--- src/rtl/fwd_hazard_unit.sv ---
// Forwarding and load-use hazard unit. Tracks destination tags of the DEPTH
// stages downstream of ID and picks the youngest forwarding source per operand.

module fwd_src_sel #(
  parameter int DEPTH      = 3,
  parameter int REG_AW     = 5,
  parameter int LOAD_READY = 2,
  parameter int SEL_W      = $clog2(DEPTH+1)
) (
  input  logic [REG_AW-1:0]             rs,
  input  logic                          rs_live,
  input  logic [DEPTH:1]                ent_v,
  input  logic [DEPTH:1][REG_AW-1:0]    ent_rd,
  input  logic [DEPTH:1]                ent_ld,
  output logic [SEL_W-1:0]              sel,
  output logic                          load_wait
);
  // Scan oldest to youngest so the youngest match overwrites; no fallback.
  always_comb begin
    sel       = '0;
    load_wait = 1'b0;
    for (int k = DEPTH; k >= 1; k--) begin
      if (rs_live && ent_v[k] && (ent_rd[k] != '0) && (ent_rd[k] == rs)) begin
        sel       = SEL_W'(k);
        load_wait = ent_ld[k] && (k < LOAD_READY);
      end
    end
  end
endmodule

module fwd_hazard_unit #(
  parameter int DEPTH      = 3,
  parameter int REG_AW     = 5,
  parameter int LOAD_READY = 2,
  parameter int CNT_W      = 16,
  parameter int SEL_W      = $clog2(DEPTH+1)
) (
  input  logic              clk,
  input  logic              rst_n,
  input  logic              id_valid,
  input  logic [REG_AW-1:0] id_rs1,
  input  logic [REG_AW-1:0] id_rs2,
  input  logic              id_rs1_used,
  input  logic              id_rs2_used,
  input  logic [REG_AW-1:0] id_rd,
  input  logic              id_regwrite,
  input  logic              id_is_load,
  input  logic              hold,
  input  logic              flush,
  output logic [SEL_W-1:0]  fwd_a,
  output logic [SEL_W-1:0]  fwd_b,
  output logic              hazard_stall,
  output logic [CNT_W-1:0]  stall_cycles
);
  logic [DEPTH:1]             vld_pipe;
  logic [DEPTH:1][REG_AW-1:0] rd_pipe;
  logic [DEPTH:1]             ld_pipe;

  logic [1:0][REG_AW-1:0] op_rs;
  logic [1:0]             op_live;
  logic [1:0][SEL_W-1:0]  op_sel;
  logic [1:0]             op_wait;

  assign op_rs   = {id_rs2, id_rs1};
  assign op_live = {id_valid && id_rs2_used, id_valid && id_rs1_used};

  generate
    for (genvar g = 0; g < 2; g++) begin : g_op
      fwd_src_sel #(
        .DEPTH(DEPTH), .REG_AW(REG_AW), .LOAD_READY(LOAD_READY), .SEL_W(SEL_W)
      ) u_sel (
        .rs(op_rs[g]), .rs_live(op_live[g]),
        .ent_v(vld_pipe), .ent_rd(rd_pipe), .ent_ld(ld_pipe),
        .sel(op_sel[g]), .load_wait(op_wait[g])
      );
    end
  endgenerate

  assign fwd_a        = op_sel[0];
  assign fwd_b        = op_sel[1];
  assign hazard_stall = |op_wait;

  // hold freezes everything, including a pending flush, until it drops.
  always_ff @(posedge clk or negedge rst_n) begin
    if (!rst_n) begin
      vld_pipe     <= '0;
      rd_pipe      <= '0;
      ld_pipe      <= '0;
      stall_cycles <= '0;
    end else if (!hold) begin
      for (int k = DEPTH; k >= 2; k--) begin
        vld_pipe[k] <= vld_pipe[k-1];
        rd_pipe[k]  <= rd_pipe[k-1];
        ld_pipe[k]  <= ld_pipe[k-1];
      end
      vld_pipe[1] <= id_valid && id_regwrite && !hazard_stall && !flush;
      rd_pipe[1]  <= id_rd;
      ld_pipe[1]  <= id_is_load;
      if (hazard_stall && (stall_cycles != '1))
        stall_cycles <= stall_cycles + CNT_W'(1);
    end
  end
endmodule

--- config.mk ---
export PLATFORM = sky130hd
export DESIGN_NAME = fwd_hazard_unit
export DESIGN_NICKNAME = d
export VERILOG_FILES = /design/src/rtl/fwd_hazard_unit.sv
export SDC_FILE = /design/constraint.sdc
export NUM_CORES = 1
export LEC_CHECK = 0
export ABC_AREA = 1
export CAP_MARGIN = 20
export CORE_UTILIZATION = 52
export DETAILED_ROUTE_END_ITERATION = 16
export GPL_ROUTABILITY_DRIVEN = 1
export PLACE_DENSITY = 0.84
export SLEW_MARGIN = 20
export SYNTH_ARGS = -nofsm -noshare
export SYNTH_HDL_FRONTEND = slang
export SYNTH_SLANG_ARGS = --single-unit
--- constraint.sdc ---
create_clock -name clk -period 2 [get_ports clk]
set_input_delay 0.3 -clock clk [delete_from_list [all_inputs] [get_ports clk]]
set_output_delay 0.3 -clock clk [all_outputs]
set_load 0.005 [all_outputs]
==> Word level (Yosys, flattened, before mapping) <==
Cells that the tools add are included.
{ "classes": {"n_addsub": 1, "eq_ne": 7, "muxes": 8, "n_bitwise": 1, "reduce_logical": 31} }
{ "ops": {"columns": ["op", "count"], "rows": [
  ["5-bit equality test", 6],
  ["1-bit logical AND", 24],
  ["16-bit by 1-bit adder with 16-bit output, second input constant", 1],
  ["16-bit inequality test, second input constant", 1],
  ["5-bit nonzero test", 3],
  ["2-bit two-way mux", 6],
  ["1-bit logical NOT", 2],
  ["1-bit two-way mux", 2],
  ["2-bit AND reduction", 1],
  ["2-bit OR reduction", 1],
  ["1-bit NOT", 1]
]} }
{ "word_totals": {"reg_bits": 35, "elab_cells": 54} }

==> Logic depth before layout (Yosys ltp) <==
{ "logic_depth": {"ltp_word": 9, "mapped_depth": 11, "depth_no_buf": 10} }

==> Cells and area by module <==
Synthesis repeated with hierarchy kept, for this count alone.
{ "hier_totals": {"hier_cells": 418, "area_unflattened_um2": 2542.4} }
{ "by_module_without_submodules": {"columns": ["mod", "n_inst", "cells_per_inst", "area_each_um2"], "rows": [
  ["fwd_hazard_unit", 1, 238, 1826.8],
  ["fwd_src_sel", 2, 90, 357.8]
]} }

==> Worst setup path after synthesis <==
OpenSTA, ideal clock, no wires.
{ "synth_timing": {"path_type": "reg2reg", "from": "register stall_cycles[0]", "to": "register stall_cycles[10]", "arrival_ns": 1.480, "required_ns": 1.883, "setup_slack_ns": 0.403, "path_stages_with_launch": 11, "n_path_buf": 2, "period_less_slack_ns": 1.597, "cell_sequence": "dfrtp_1 ha_1 nand2_1 nor2_1 nand2_2 nor2_4 nand4_4 buf_6 buf_8 nand4_1 nand2_1"} }
{ "synth_between": {"elab_chain_cells": 3, "word_cells_on_any_way": 4, "cone_classes": "add/sub (1); eq/ne (1); reduce/logical (2)"} }
{ "synth_rtl": {"columns": ["item", "line", "text"], "rows": [
  ["start: declaration", "53", "output logic [CNT_W-1:0] stall_cycles"],
  ["start signal: assignment", "100", "stall_cycles <= stall_cycles + CNT_W'(1);"],
  ["parallel branches: the longest is 3 deep, another holds 16-bit by 1-bit adder with 16-bit output", null, null]
]} }
Several ways; the timed one is not identified.
A chain may end at the register's enable or synchronous reset.

==> Worst setup path in the final report <==
{ "layout_timing": {"from": "register rd_pipe[14] (netlist bit)", "to": "output fwd_a[1]"} }
{ "layout_between": {"elab_chain_cells": 6, "word_cells_on_any_way": 7, "cone_classes": "eq/ne (1); mux (3); reduce/logical (3)"} }
{ "layout_rtl": {"columns": ["item", "line", "text"], "rows": [
  ["start: declaration", "56", "logic [DEPTH:1][REG_AW-1:0] rd_pipe;"],
  ["start signal: indexed assignment", "93", "rd_pipe[k] <= rd_pipe[k-1];"],
  ["5-bit nonzero test", "23", "if (rs_live && ent_v[k] && (ent_rd[k] != '0) && (ent_rd[k] == rs)) begin"],
  ["1-bit logical AND", "23", null],
  ["1-bit logical AND *", "23", null],
  ["2-bit two-way mux * (3 in a row)", "23", null],
  ["end: declaration", "50", "output logic [SEL_W-1:0] fwd_a,"]
]} }
Mark *: on every way between the ends. The rest lies on a longest branch, timed or not.

==> metrics.yaml <==
status: "finished, violations left"
violations: "negative setup slack"
cts-hold-fix-buffers: 0
ys_ff_latch: 35
worst_pin_slew_ns: 0.466
ant_nets: 0
num_rows: 24
cts_sinks: 35
clock_skew_ns: 0.00764
hp-class: "in2async"
start_util_pct: 54.1
rsz0062_at_grt: "true"
drtIter0Drc: 307
period_share_pct: 103
area_growth_pct: 42.8
crit_path_start_kind: "flip-flop"
dp.cells: 417
holdWs_ns: 0.420
netlist_instances: 313
io_buffers: 44
p_per_area_nw_per_um2: 544
postSynthAreaPerCell_um2: 7.47
remaining_drc_errors: 0
fp.dieH_um: 69.0
dr.pass1.iters: 5
place_congestion: 0.919
cts_tree: "done"
cts_buffer_depth: 2
max-cap-violations: 0
synth_area_leader_cell: "dfrtp_1"
layout.cells.non_filler: 447
hold_violations: 0
die_w_um: 69.0
track_usage_pct: 28.4
grt_first_pass_wirelength_um: 10800
drv_slew: 0
regToRegEndpoint: "stall_cycles[10]"
required_ns: 1.70
grt_pass1_vias: 2308
max_clock_freq_mhz: 484
num_vias: 2641
via_per_inst: 5.91
cts_root_buf: "clkbuf_8"
period_minus_slack_ns: 2.07
ios: 45
routedWlPerCell_um: 17.5
r2r_cells: 13
ys_types: 23
p_leak_uw: 0.00160
path_class: "reg2out"
report.final.setup_viol: 2
clk_pin_slew_worst_paths_ns: 0.07
htreeDepth: 2
nets: 419
r2r_start: "rd_pipe[2]"
drive_gt1_share_pct: 25.8
cts_buffers: 5
yosysTopAreaCellShare_pct: 37.5
reg2reg_setup_slack_ns: 0
ys.warnings.count: 0
grt_max_degree: 36
cp_max_fo: 3
design.core.area_um2: 4320
ys_seq_area_share_pct: 37.5
dp_slack_ns: -0.370
synthTopCellsByArea: "dfrtp_1, nand2_1, xnor2_1"
antenna_found_initial: 0
arrival_ns: 1.77
dpl.hpwl_um: 4360
grt_overflow: 0
synth_fp_nets: 338
netlist_area_um2: 2340
endpoint_kind: "output port"
setup_slack_ns: -0.0675
die-area_um2: 4770
clk_latency_ns: 0.29
num_antenna_cells: 0
slew_headroom_pct: 68.9
wl_um: 7820
total_power_uw: 1810
ir_drop_mv: 0.460
## critical path, cell delays in order (launching register included)
cell	delay [ns]
dfrtp_1	0.43
xnor2_1	0.15
nand4_1	0.14
nor2_1	0.17
nand4_1	0.15
buf_4	0.17
a21boi_2	0.14
clkbuf_2	0.13
## cell families after synthesis
logic type	count (synthesis)	synth area share, %
flip-flops	35	37.5
buffers and inverters	44	8.78
AO/OA/AOI/OAI	21	4.76
XOR/XNOR	36	13.5
AND/OR/NAND/NOR	176	35.0
adder cells (fa/ha/maj)	1	0.535
## what timing repair did
action,4_1_cts,5_1_grt
gates resized for setup,41,40
setup endpoints to repair,5,21
cloned,0,1
buffers inserted,10,14
pin swaps,9,30
## final cells by class
cell class                 count  area, um2
clock buffer                   8        100
fill                         265        986
inverter                      33        124
multi-input combinational    235       1430
sequential                    35        883
tap                           52       65.1
timing repair buffer          84        733
## worst max path at each step
stage	startpoint	end	slack, ns	cells after the start
floorplan	stall_cycles[0]	stall_cycles[10]	0.40	10
global placement	id_valid	fwd_b[1]	-0.33	9
detailed placement	id_valid	fwd_b[1]	-0.37	9
CTS	rd_pipe[0]	stall_cycles[8]	-0.06	13
global route	rd_pipe[14]	fwd_a[1]	-0.11	7
finish	rd_pipe[14]	fwd_a[1]	-0.07	7
## placed cells by master (no fill, tap or decap), drive strengths merged, types with 12 or more instances in the layout
cell,count
nand2,101
buf,42
dfrtp,35
inv,33
nand4,28
clkdlybuf4s50,26
nor2,26
xnor2,24
o21ai,18
nand3,15
xor2,12
## state kept, by name, indices dropped and copies added, names as in the netlist
| signal | flops |
|---|---|
| stall_cycles | 16 |
| vld_pipe | 3 |
| ld_pipe | 1 |
| rd_pipe | 15 |
## stage by stage
stage / instance area [um2] / TNS [ns] / utilization, %
floorplan: 2340 / 0 / -
finish: 3340 / -0.0816 / 77.2
global placement: 2900 / -3.78 / 67.2
global route: 3340 / -1.07 / 77.2
CTS: 3120 / -0.402 / 72.1
detailed placement: 2900 / -5.00 / 67.2
## report_power, final
group / internal, uW / switching (uW)
Sequential: 751 / 62.8
Combinational: 206 / 219
Clock: 314 / 261
## cell usage after synthesis
cell / count
nand2_2: 4
buf_4: 1
nand4_1: 24
o21ai_0: 18
a21boi_0: 2
inv_2: 4
dfrtp_1: 35
clkbuf_1: 4
nand3_1: 15
buf_8: 1
nor3_1: 7
nor2_1: 24
nor2_4: 2
nand2_1: 97
buf_2: 2
xor2_1: 12
nand4_4: 2
buf_6: 3
nand4_2: 1
ha_1: 1
xnor2_1: 24
o22ai_1: 1
inv_1: 29
## metal layers
layer / GRT usage (%) / part of all wire, %
met4: 9.07 / 3.3
met5: 0 / 0
met3: 4.97 / 9.3
met2: 45.7 / 49
met1: 38.9 / 39
(Power assumes the default switching activity.)
